**src/rtl/amp_spi_pkg.sv**
```systemverilog
// rtl/amp_spi_pkg.sv - shared types and constants for the amplifier SPI router
//   Provides the router FSM state type, default parameter values and the
//   chip-select bit positions within each channel's chip-select group.
package amp_spi_pkg;

    localparam int DEF_NUM_CH       = 8;
    localparam int DEF_NUM_CS       = 3;
    localparam int DEF_SYNC_STAGES  = 2;
    localparam int DEF_GUARD_CYCLES = 4;
    localparam int DEF_CNT_W        = 16;

    // Chip-select bit positions inside one channel's group
    localparam int CS_ADC_VGA  = 0;
    localparam int CS_DAC_VGA1 = 1;
    localparam int CS_DAC_VGA2 = 2;

    typedef enum logic [1:0] {
        ST_IDLE  = 2'd0,
        ST_GUARD = 2'd1,
        ST_BUSY  = 2'd2,
        ST_BLANK = 2'd3
    } state_t;

endpackage

```
**src/rtl/amp_spi_csn_sync.sv**
```systemverilog
// rtl/amp_spi_csn_sync.sv - multi-flop synchroniser for the host SPI chip select
//   Ports: clk, rst (sync active-high, presets chain to 1), d (async input),
//   q (synchronised output, STAGES clocks behind d).
module amp_spi_csn_sync #(
    parameter int STAGES = 2
) (
    input  logic clk,
    input  logic rst,
    input  logic d,
    output logic q
);

    logic [STAGES-1:0] sync_r;

    // Preset to 1 so a reset never looks like a frame start
    always_ff @(posedge clk) begin
        if (rst) begin
            sync_r <= '1;
        end else begin
            sync_r <= {sync_r[STAGES-2:0], d};
        end
    end

    assign q = sync_r[STAGES-1];

endmodule

```
**src/rtl/amp_spi_router.sv**
```systemverilog
// rtl/amp_spi_router.sv - host amp SPI port router to NUM_CH channel buses
//   Ports: wb_clk_i/wb_rst_i (sync active-high); selection request sel_wr_en,
//   sel_chan, sel_cs with status sel_pending, sel_err, frame_err; applied
//   selection act_chan/act_cs; frame_busy, frame_count; host SPI ampspi_*;
//   channel buses ch_sclk, ch_mosi, ch_miso, ch_csn (chip k of channel c at
//   c*NUM_CS+k, active low).
//   Optional macro AMP_SPI_BROADCAST_EN: accepts multi-channel masks and
//   rejects only a non-empty channel mask with an empty chip-select mask.
module amp_spi_router
    import amp_spi_pkg::*;
#(
    parameter int NUM_CH       = DEF_NUM_CH,
    parameter int NUM_CS       = DEF_NUM_CS,
    parameter int SYNC_STAGES  = DEF_SYNC_STAGES,
    parameter int GUARD_CYCLES = DEF_GUARD_CYCLES,
    parameter int CNT_W        = DEF_CNT_W
) (
    input  logic                     wb_clk_i,
    input  logic                     wb_rst_i,
    input  logic                     sel_wr_en,
    input  logic [NUM_CH-1:0]        sel_chan,
    input  logic [NUM_CS-1:0]        sel_cs,
    output logic                     sel_pending,
    output logic                     sel_err,
    output logic                     frame_err,
    output logic [NUM_CH-1:0]        act_chan,
    output logic [NUM_CS-1:0]        act_cs,
    output logic                     frame_busy,
    output logic [CNT_W-1:0]         frame_count,
    input  logic                     ampspi_csn,
    input  logic                     ampspi_sclk,
    input  logic                     ampspi_mosi,
    output logic                     ampspi_miso,
    output logic [NUM_CH-1:0]        ch_sclk,
    output logic [NUM_CH-1:0]        ch_mosi,
    input  logic [NUM_CH-1:0]        ch_miso,
    output logic [NUM_CH*NUM_CS-1:0] ch_csn
);

    localparam int GW = (GUARD_CYCLES > 1) ? $clog2(GUARD_CYCLES) : 1;
    localparam logic [GW-1:0] GUARD_LOAD = GW'(GUARD_CYCLES - 1);

    logic              csn_s;
    state_t            state, state_nxt;
    logic [NUM_CH-1:0] pend_chan;
    logic [NUM_CS-1:0] pend_cs;
    logic [GW-1:0]     guard_cnt;
    logic              req_ok;
    logic              req_acc;
    logic              apply;
    logic              count_frame;
    logic              set_ferr;
    logic              route_en;
    logic [NUM_CH-1:0] routed;

    amp_spi_csn_sync #(
        .STAGES (SYNC_STAGES)
    ) u_csn_sync (
        .clk (wb_clk_i),
        .rst (wb_rst_i),
        .d   (ampspi_csn),
        .q   (csn_s)
    );

`ifdef AMP_SPI_BROADCAST_EN
    assign req_ok = (sel_chan == '0) || (sel_cs != '0);
`else
    assign req_ok = $onehot0(sel_chan);
`endif

    assign req_acc = sel_wr_en && req_ok;

    always_comb begin
        state_nxt   = state;
        apply       = 1'b0;
        count_frame = 1'b0;
        set_ferr    = 1'b0;
        case (state)
            ST_IDLE: begin
                // A starting frame beats a pending selection change
                if (!csn_s) begin
                    state_nxt = ST_BUSY;
                end else if (sel_pending) begin
                    apply     = 1'b1;
                    state_nxt = ST_GUARD;
                end
            end
            ST_GUARD: begin
                if (!csn_s) begin
                    set_ferr  = 1'b1;
                    state_nxt = ST_BLANK;
                end else if (guard_cnt == '0) begin
                    state_nxt = ST_IDLE;
                end
            end
            ST_BUSY: begin
                if (csn_s) begin
                    count_frame = 1'b1;
                    state_nxt   = ST_IDLE;
                end
            end
            ST_BLANK: begin
                if (csn_s) begin
                    state_nxt = ST_IDLE;
                end
            end
            default: state_nxt = ST_IDLE;
        endcase
    end

    always_ff @(posedge wb_clk_i) begin
        if (wb_rst_i) begin
            state       <= ST_IDLE;
            act_chan    <= '0;
            act_cs      <= '0;
            pend_chan   <= '0;
            pend_cs     <= '0;
            sel_pending <= 1'b0;
            sel_err     <= 1'b0;
            frame_err   <= 1'b0;
            frame_count <= '0;
            guard_cnt   <= '0;
        end else begin
            state   <= state_nxt;
            sel_err <= sel_wr_en && !req_ok;

            if (apply) begin
                act_chan  <= pend_chan;
                act_cs    <= pend_cs;
                guard_cnt <= GUARD_LOAD;
            end else if (state == ST_GUARD && guard_cnt != '0) begin
                guard_cnt <= guard_cnt - 1'b1;
            end

            // A write in the same cycle as an apply becomes the next pending request
            if (req_acc) begin
                pend_chan   <= sel_chan;
                pend_cs     <= sel_cs;
                sel_pending <= 1'b1;
            end else if (apply) begin
                sel_pending <= 1'b0;
            end

            if (set_ferr) begin
                frame_err <= 1'b1;
            end else if (req_acc) begin
                frame_err <= 1'b0;
            end

            if (count_frame) begin
                frame_count <= frame_count + 1'b1;
            end
        end
    end

    assign frame_busy = (state == ST_BUSY);
    assign route_en   = (state != ST_GUARD) && (state != ST_BLANK);
    assign routed     = act_chan & {NUM_CH{route_en}};

    always_comb begin
        ch_sclk     = '1;
        ch_mosi     = '1;
        ch_csn      = '1;
        ampspi_miso = 1'b1;
        for (int c = 0; c < NUM_CH; c++) begin
            if (routed[c]) begin
                ch_sclk[c] = ampspi_sclk;
                ch_mosi[c] = ampspi_mosi;
                for (int k = 0; k < NUM_CS; k++) begin
                    if (act_cs[k]) begin
                        ch_csn[c*NUM_CS+k] = ampspi_csn;
                    end
                end
            end
        end
        // Scan downward so the lowest-index routed channel wins
        for (int c = NUM_CH - 1; c >= 0; c--) begin
            if (routed[c]) begin
                ampspi_miso = ch_miso[c];
            end
        end
    end

endmodule

```
**config.mk**
```make
export PLATFORM = sky130hd
export DESIGN_NAME = amp_spi_router
export DESIGN_NICKNAME = d
export VERILOG_FILES = /design/src/rtl/amp_spi_pkg.sv /design/src/rtl/amp_spi_csn_sync.sv /design/src/rtl/amp_spi_router.sv
export SDC_FILE = /design/constraint.sdc
export NUM_CORES = 1
export LEC_CHECK = 0
export CELL_PAD_IN_SITES_DETAIL_PLACEMENT = 0
export CELL_PAD_IN_SITES_GLOBAL_PLACEMENT = 2
export CORE_ASPECT_RATIO = 1.1
export CORE_MARGIN = 2
export CORE_UTILIZATION = 25
export DETAILED_ROUTE_END_ITERATION = 16
export PLACE_DENSITY = 0.88
export SETUP_SLACK_MARGIN = 0.15
export SLEW_MARGIN = 20
export SYNTH_ARGS = -nofsm -noshare
export SYNTH_HDL_FRONTEND = slang
export SYNTH_HIERARCHICAL = 1
export SYNTH_SLANG_ARGS = --single-unit
export TNS_END_PERCENT = 20
```
**constraint.sdc**
```tcl
create_clock -name wb_clk_i -period 11.85 [get_ports wb_clk_i]
set_input_delay 2.37 -clock wb_clk_i [delete_from_list [all_inputs] [get_ports wb_clk_i]]
set_output_delay 2.37 -clock wb_clk_i [all_outputs]
set_load 0.01 [all_outputs]
```
==> out/metrics.cfg, run 1 <==
[status]
status = finished clean

[synth]
yosysTopAreaCell = dfxtp_1
ys_warn_count = 6
synth_top_area_share_pct = 39.5
ys_top_cells_by_area = dfxtp_1, nand2_1, mux2i_1
synth_compound_area_share_pct = 8.24
synth_mux_area_share_pct = 5.04
avgSynthCellArea_um2 = 8.17
synthCells = 292
synth_seq_cells = 47
synthesis.area_um2 = 2380
yosysSeqAreaShare_pct = 39.5
synthFlopType = dfxtp_1
yosys.area_share.simple_pct = 31.8
synthMostInstantiatedCell = nand2_1
synth_xor_area_share_pct = 4.41
synth_common_cells = nand2_1, dfxtp_1, nor2_1
synth_nets = 326
async_reset_ff_share_pct = 0
synth_top_family_by_area = simple AND/OR/NAND/NOR gates
ys_types = 38
synth_edf_count = 0
synth_adder_area_share_pct = 5.98

[grt]
grt_pass1_vias = 2053
grtUsageMet1_pct = 16.0
busiest_layer = met2
grt_overflow = 0
met2_usage_pct = 19.0
grt_max_degree = 48
grtUsageMet3_pct = 2.83
antenna_found_initial = 0
grt_usage_pct = 11.8
grt_pass1_wl_um = 10100

[floorplan]
num_rows = 37
die_x_um = 97.1
io-pin-count = 97
die_area_um2 = 10300
initial_core_util_pct = 25.6
coreArea_um2 = 9310
die_h_um = 106

[clocking]
cts.sinks = 47
clkTransAtPathRegs_ns = 0.09
cts_max_path_buffers = 2
htreeDepth = 2
clock_latency_ns = 0.29
cts_resized = 0
cts_hold_buffers = 0
cts-root-buf = clkbuf_8
post_cts_buffers = 0
cts_buffers = 5
cts_tree = yes

[pwr]
power_density_nw_per_um2 = 96.4
ir_worst_vdd_v = 0.0000468
p_leak_nw = 1.31

[min_path]
holdCritPathClass = reg -> reg

[routing]
drt_wl_total_um = 6250
dr.pass1.iters = 4
vias_per_cell = 4.39
drt-wirelength-per-cell_um = 12.5
antenna_left = 0
via_count = 2194
drt-initial-drc-count = 69
drc = 0

[critical_path]
required_ns = 9.48
crit_type = in -> out
cp-end-kind = output port
startpoint_type = input pin
arrival_ns = 4.03
cp_max_fo = 1

[placed_design]
place_congestion = 0.775
dp_cells = 492
dp_hpwl_um = 4820
port_buffers = 96
post-place-ws_ns = 5.44
placed_area_um2 = 3430

[layout]
ff_latch_area_um2 = 941
final_nets = 416
area_growth_pct = 48.0
stdcell_area_um2 = 3530
drive_above_1_share_pct = 3.13
n_antenna_cell = 0
multiInputGateArea_um2 = 1320
layout.cells.non_filler = 500
fin_util_pct = 37.9
nFillCells = 968

[sta]
finalMaxSlewViolations = 0
fin_crit_sh_pct = 54.0
fin_skew_ns = 0.0131
setup_tns_ns = 0
fin_crit_ns = 6.40
setup_viol = 0
finalHoldViolations = 0
max_slew_margin_pct = 56.4
max_freq_mhz = 156
rsz0062_at_grt = no
postLayoutSetupSlackWorst_ns = 5.45
worstMarginPinSlew_ns = 0.652

[flow_run]
maxCapViolCount = 0

-- state kept, by name (all words and copies together), names as in the netlist --
name               flops
frame_count           16
u_csn_sync/sync_r      2
act_chan               8
sel_err                1
pend_chan              8
pend_cs                3
act_cs                 3
guard_cnt              2
state                  2
frame_err              1
sel_pending            1
-- worst paths after layout --
kind         slack, ns                  from  depth (start not counted)              endpoint
max               5.45            ch_miso[5]                          6           ampspi_miso
min               0.44  u_csn_sync/sync_r[0]                          1  u_csn_sync/sync_r[1]
max reg2reg      10.07        frame_count[2]                          4       frame_count[15]
min reg2reg       0.44  u_csn_sync/sync_r[0]                          1  u_csn_sync/sync_r[1]
-- layout make-up --
cell class	count	area share, %
Multi-Input combinational cell	217	37.5
Timing Repair Buffer	98	27.6
Sequential cell	47	26.7
Tap cell	117	4.15
Clock buffer	7	2.45
Inverter	13	1.38
Clock inverter	1	0.248
-- routing by layer --
layer	up-vias	share of wire, %
met4	0	0.90
met3	4	5.4
met5	-	0
met1	985	50
li1	1138	-
met2	67	44
-- layout by cell type (no fill, tap or decap) --
master	count
nor4b_1	1
clkinv_4	1
clkdlybuf4s50_1	96
buf_4	2
and3_1	2
nand4_1	5
or2_1	2
nor3b_1	6
a41oi_1	1
or3_1	5
ha_1	5
xor2_1	6
or2_4	1
nor3_1	2
and2b_1	5
nand3_1	5
nand2_1	54
inv_1	13
nand3b_4	1
a31oi_1	1
and4_4	1
a2111oi_0	2
nand2b_1	15
and2_1	2
o21ai_0	5
nor2b_1	9
o31ai_1	2
o311ai_0	1
clkbuf_1	1
a21oi_1	23
clkbuf_8	6
nor2_1	29
nor4_1	2
xnor2_1	6
dfxtp_1	47
mux2i_1	12
or4_1	1
fa_1	4
and4b_1	1
-- critical path, stage by stage --
cell,delay (ns)
clkdlybuf4s50_1,0.39
a2111oi_0,0.40
o31ai_1,0.14
o311ai_0,0.12
a21oi_1,0.12
clkdlybuf4s50_1,0.49
-- cells by family (layout without fill, tap and decap cells) --
| logic type | Yosys count | after routing |
|---|---|---|
| flops | 47 | 47 |
| fa+ha+maj | 9 | 9 |
| buf+inv | 28 | 119 |
| xor+xnor | 12 | 12 |
| compound gates | 35 | 35 |
| simple gates | 149 | 149 |
| mux | 12 | 12 |
-- stage by stage --
step / power, mW / hold slack [ns]
final: 0.340 / 0.441
after global routing: 0.361 / 0.467
after CTS: 0.345 / 0.437
after detailed placement: 0.245 / 0.404
after global placement: 0.243 / 0.398
after floorplan: 0.221 / 0.383
-- where the power goes --
part	leakage, nW	internal, mW	switching [mW]	total (mW)
sequential	0.381	0.167	0.00667	0.173
clock	0.0484	0.0479	0.0526	0.101
combinational	0.883	0.0340	0.0327	0.0666
Power figures use the tool's default switching activity.
==> run 2, diff against run 1 <==
- CORE_UTILIZATION: 25 -> 24
- PLACE_DENSITY: 0.88 -> 0.85
- clock period: 11.85 -> 6.65 ns (I/O delays scaled with it)
==> run 2 against run 1 <==
  * Sequential power is 79% higher
  * Largest cell class unchanged
  * Count of clock-buffer cells in the layout is 2 lower
  * Die area is 4.0% higher
  * Clock power is 62% higher
  * First-iteration DRC count is 17% lower
  * Worst hold slack worse by 0.019 ns
  * Global-route usage hardly changed
  * Combinational power is 79% higher
  * Core utilization is 1.8 points lower
  * Highest routed layer unchanged
  * Power is 74% higher
  * Worst setup slack worse by 3.6 ns
  * Via count is 1.2% higher
==> out/metrics.cfg, run 2 (synthesized netlist as in run 1, its figures left out) <==
[status]
status = finished clean

[sta]
fin_crit_sh_pct = 72.0
fin_skew_ns = 0.00613  ; -0.00695 ns
finalMaxSlewViolations = 0  ; unchanged
setup_tns_ns = 0  ; unchanged
worstMarginPinSlew_ns = 0.599  ; -0.0538 ns
finalHoldViolations = 0  ; unchanged
rsz0062_at_grt = no
max_slew_margin_pct = 60.0  ; +3.6 points
max_freq_mhz = 209
fin_crit_ns = 4.79
setup_viol = 0  ; unchanged

[pwr]
internal-power_mw = 0.430  ; +73%
power_density_nw_per_um2 = 168  ; +75%
total_power_mw = 0.593  ; +74%
ir_worst_vdd_v = 0.0000729  ; +56%
swShare_pct = 27.5  ; +0.50 points
clockPowerShare_pct = 27.7  ; -1.8 points
power.share.combinational_pct = 20.1  ; +0.5 points
p_sw_mw = 0.163  ; +77%
p_leak_nw = 1.31  ; about the same
pwr-share-seq_pct = 52.2  ; +1.3 points

[critical_path]
required_ns = 6.82  ; -2.66 ns
arrival_ns = 4.95  ; +0.92 ns
crit_type = in -> reg
slowest_stage = fa_1
cp-end-kind = register
cp_max_fo = 13  ; +12
crit_chain = clkdlybuf4s50_1, fa_1, inv_1, fa_1, fa_1, inv_1, ha_1, fa_1, nor2b_1, a41oi_1, buf_4, mux2i_1, nor2_1
critPathMaxStageDelay_ns = 0.55  ; +0.06 ns
cpMostUsedCell = fa_1
startpoint_type = input pin

[flow_run]
maxCapViolCount = 0  ; unchanged

[floorplan]
initial_core_util_pct = 24.5  ; -1.2 points
die_h_um = 109  ; +2.0%
io-pin-count = 97  ; unchanged
die_area_um2 = 10800  ; +4.0%
num_rows = 38  ; +2.7%
die_x_um = 99.0  ; +2.0%
coreArea_um2 = 9750  ; +4.7%

[clocking]
htreeDepth = 2  ; unchanged
clock_latency_ns = 0.29  ; about the same
cts.sinks = 47  ; unchanged
cts_hold_buffers = 0  ; unchanged
clkTransAtPathRegs_ns = 0.09  ; about the same
cts_resized = 0  ; unchanged
cts_buffers = 5  ; unchanged
cts_max_path_buffers = 2  ; unchanged
cts_tree = yes
cts-root-buf = clkbuf_8
post_cts_buffers = 0  ; unchanged

[grt]
grt_max_degree = 48  ; unchanged
grt_overflow = 0  ; unchanged
grt_pass1_vias = 2108  ; +2.7%
antenna_found_initial = 0  ; unchanged
grt_usage_pct = 11.8  ; -0.026 points
grt_pass1_wl_um = 10300  ; +1.9%

[placed_design]
placed_area_um2 = 3440  ; +0.11%
port_buffers = 96  ; unchanged
dp_hpwl_um = 4890  ; +1.3%
place_congestion = 0.743  ; -4.1%

[layout]
largest_reg_flops = 16  ; unchanged
final_nets = 416  ; unchanged
nFillCells = 1014  ; +4.8%
layout_commonest_cell = clkdlybuf4s50_1
regMostFlops = frame_count
fin_util_pct = 36.1  ; -1.8 points
final_cell_mix = clkdlybuf4s50_1, nand2_1, dfxtp_1, nor2_1, a21oi_1
reg.largest.list = frame_count: 16 flops, act_chan: 8 flops, pend_chan: 8 flops
stdcell_area_um2 = 3520  ; -0.21%
drive_above_1_share_pct = 3.39  ; +0.26 points
area_growth_pct = 47.7
n_antenna_cell = 0  ; unchanged

[min_path]
holdCritPathClass = reg -> reg

[routing]
vias_per_cell = 4.41  ; +0.58%
drt-wirelength-per-cell_um = 12.5  ; +0.18%
via_count = 2220  ; +1.2%
drt_wl_total_um = 6300  ; +0.78%
drt-initial-drc-count = 57  ; -17%
antenna_left = 0  ; unchanged
drc = 0  ; unchanged
dr.pass1.iters = 4  ; unchanged

-- run 2: cell count changes in the layout (fill, tap and decap cells not counted), sizes merged --
| cell | before | now |
|---|---|---|
| clkbuf | 7 | 5 |
| clkinv | 1 | 3 |
-- run 2: cell type report --
cell class                 count  area (µm²)  share of cell area [%]
tap                          120         150                    4.26
multi-input combinational    217        1320                    37.5
clock buffer                   5        68.8                    1.95
clock inverter                 3        15.0                   0.426
timing repair buffer          98         976                    27.7
sequential                    47         941                    26.7
inverter                      13        48.8                    1.39
-- run 2: layer usage --
layer / vias to the layer above / GRT usage (%) / routed length [µm]
met2: 61 / 18.6 / 2760
met3: 6 / 3.10 / 426
met1: 1007 / 15.8 / 3030
met5: - / 0 / 0
li1: 1146 / - / -
met4: 0 / 3.52 / 82
-- run 2: power groups by stage --
stage / Clock (mW) / Combinational (mW) / Sequential (mW)
floorplan: 0 / 0.0815 / 0.312
global placement: 0 / 0.117 / 0.315
detailed placement: 0 / 0.121 / 0.316
CTS: 0.174 / 0.121 / 0.310
global route: 0.181 / 0.135 / 0.312
finish: 0.164 / 0.119 / 0.309
-- run 2: path summary, 6_finish.rpt --
path | startpoint | to | slack (ns) | depth (start not counted)
worst max register to register | state[0] | frame_count[15] | 4.87 | 4
worst min-delay path | u_csn_sync/sync_r[0] | u_csn_sync/sync_r[1] | 0.42 | 1
worst min register to register | u_csn_sync/sync_r[0] | u_csn_sync/sync_r[1] | 0.42 | 1
worst max-delay path | sel_chan[0] | pend_chan[1] | 1.86 | 13
-- run 2: worst max-delay path, delay by kind of cell --
kind,cells,cell delay (ns)
AOI/OAI and AO/OA,1,0.22
adders and majority gates,5,2.22
buffers and inverters,4,0.83
muxes,1,0.22
and+or+nand+nor,2,0.13
-- run 2: through the flow --
stage                     worst slack, ns  hold slack (ns)  std cells
after detailed placement             1.54            0.391        495
final                                1.86            0.422        503
after floorplan                      2.02            0.383        292
after CTS                            1.85            0.424        503
after global routing                 1.69            0.446        503
after global placement               1.64            0.402        495
==> run 3, diff against run 2 <==
- clock period: 6.65 -> 4.5 ns (I/O delays scaled with it)
==> run 3 against run 2 <==
  * Via count decreased by 0.23%
  * Sequential share of layout area decreased by 0.15 points
  * Combinational power increased by 59%
  * Sequential cell count unchanged
  * Highest routed layer unchanged
==> out/metrics.cfg, run 3 (synthesized netlist as in run 1, its figures left out) <==
[layout]
final_nets = 417  ; +0.24%
area_growth_pct = 48.5
layout_commonest_cell = clkdlybuf4s50_1
stdcell_area_um2 = 3540  ; +0.57%
multiInputGateArea_um2 = 1340  ; +1.0%
ff_latch_area_um2 = 941  ; unchanged
nFillCells = 1014  ; unchanged
layout.cells.non_filler = 502  ; -0.20%
regMostFlops = frame_count
reg.largest.list = frame_count: 16 flops, act_chan: 8 flops, pend_chan: 8 flops
n_antenna_cell = 0  ; unchanged
drive_above_1_share_pct = 3.40  ; +0.0089 points
final_cell_mix = clkdlybuf4s50_1, nand2_1, dfxtp_1, nor2_1, a21oi_1
largest_reg_flops = 16  ; unchanged

[clocking]
clkTransAtPathRegs_ns = 0.08  ; about the same
htreeDepth = 2  ; unchanged
cts_buffers = 5  ; unchanged
cts_tree = yes
post_cts_buffers = 0  ; unchanged
cts.sinks = 47  ; unchanged
cts-root-buf = clkbuf_8
cts_max_path_buffers = 2  ; unchanged
clock_latency_ns = 0.30  ; about the same
cts_hold_buffers = 0  ; unchanged

[pwr]
power_density_nw_per_um2 = 248  ; +47%
total_power_mw = 0.879  ; +48%
p_leak_nw = 1.32  ; +0.62%
ir_worst_vdd_v = 0.0000989  ; +36%

[placed_design]
port_buffers = 96  ; unchanged
placed_area_um2 = 3450  ; +0.22%
dp_cells = 496  ; +0.20%
place_congestion = 0.750  ; +0.89%
dp_hpwl_um = 4910  ; +0.40%

[routing]
drt-wirelength-per-cell_um = 12.7  ; +1.6%
dr.pass1.iters = 4  ; unchanged
antenna_left = 0  ; unchanged
drt-initial-drc-count = 59  ; +3.5%
via_count = 2215  ; -0.23%
drc = 0  ; unchanged
vias_per_cell = 4.41  ; about the same
drt_wl_total_um = 6390  ; +1.4%

[floorplan]
die_area_um2 = 10800  ; unchanged
die_h_um = 109  ; unchanged
num_rows = 38  ; unchanged
die_x_um = 99.0  ; unchanged
coreArea_um2 = 9750  ; unchanged
initial_core_util_pct = 24.5  ; unchanged
io-pin-count = 97  ; unchanged

[sta]
setup_viol = 0  ; unchanged
rsz0062_at_grt = no
timing.hold.ws_ns = 0.424  ; +0.00159 ns
finalHoldViolations = 0  ; unchanged
worstMarginPinSlew_ns = 0.631  ; +0.0322 ns
finalMaxSlewViolations = 0  ; unchanged
fin_skew_ns = 0.00809  ; +0.00196 ns
max_slew_margin_pct = 57.9  ; -2.2 points
setup_tns_ns = 0  ; unchanged
fin_crit_sh_pct = 93.6
fin_crit_ns = 4.21
max_freq_mhz = 237

[grt]
grt_usage_pct = 11.7  ; -0.12 points
grt_max_degree = 48  ; unchanged
antenna_found_initial = 0  ; unchanged
grt_pass1_vias = 1988  ; -5.7%
grt_pass1_wl_um = 10100  ; -1.9%
grt_overflow = 0  ; unchanged

[critical_path]
required_ns = 4.67  ; -2.15 ns
arrival_ns = 4.38  ; -0.57 ns
startpoint_type = input pin
cp-end-kind = register
crit_type = in -> reg
cp_max_fo = 7  ; -6

[min_path]
holdCritPathClass = reg -> reg

[flow_run]
maxCapViolCount = 0  ; unchanged

[status]
status = finished clean

run 3: cell types whose count changed in the layout (fill, tap and decap cells not counted):
cell             delta
nor4b_2             +1
a41oi_2             +1
clkdlybuf4s50_1     -1
clkinv_2            -3
buf_4               -1
a41oi_1             -1
nor4b_1             -1
dlymetal6s2s_1      +1
buf_6               +2
clkbuf_1            +1
run 3: worst max-delay path, stage by stage:
cell             delay (ns)
clkdlybuf4s50_1        0.45
fa_1                   0.51
inv_1                  0.05
fa_1                   0.45
fa_1                   0.49
inv_1                  0.04
ha_1                   0.20
fa_1                   0.42
nor2b_1                0.19
a41oi_2                0.25
buf_6                  0.18
mux2i_1                0.20
nor2_1                 0.06
run 3: final timing paths:
path                        start                    to  slack, ns  cells past startpoint
min reg2reg  u_csn_sync/sync_r[0]  u_csn_sync/sync_r[1]       0.42                      1
max                   sel_chan[1]          pend_chan[6]       0.29                     13
max reg2reg              state[0]       frame_count[15]       2.72                      4
min          u_csn_sync/sync_r[0]  u_csn_sync/sync_r[1]       0.42                      1
run 3: power breakdown:
group / total, mW / switching [mW] / leakage, nW / internal (mW)
logic: 0.189 / 0.0916 / 0.901 / 0.0972
registers: 0.457 / 0.0187 / 0.381 / 0.439
clock network: 0.233 / 0.129 / 0.0371 / 0.104
total: 0.879 / 0.239 / 1.32 / 0.640
run 3: through the flow:
step,worst slack (ns),util [%]
after detailed placement,-0.131,35.4
after global placement,-0.0745,35.4
after global routing,0.142,36.3
after floorplan,0.302,-
after CTS,0.177,36.1
final,0.287,36.3
run 3: final cells by class:
class | instances | area share (%)
repair buffers | 99 | 28.0
multi-input cells | 217 | 37.7
well taps | 120 | 4.24
flip-flops and latches | 47 | 26.6
inverters | 13 | 1.38
clock buffers | 6 | 2.05
run 3: metal layers:
metal / up-vias / global-route usage (%) / wire (µm)
li1: 1147 / - / -
met1: 989 / 16.3 / 2980
met5: - / 0 / 0
met3: 9 / 2.91 / 487
met4: 0 / 4.21 / 117
met2: 70 / 17.4 / 2810
run 3: timing repair:
action,4_1_cts,5_1_grt
gates resized for setup,0,5
setup endpoints to repair,0,12
endpoints found under the hold margin,0,0
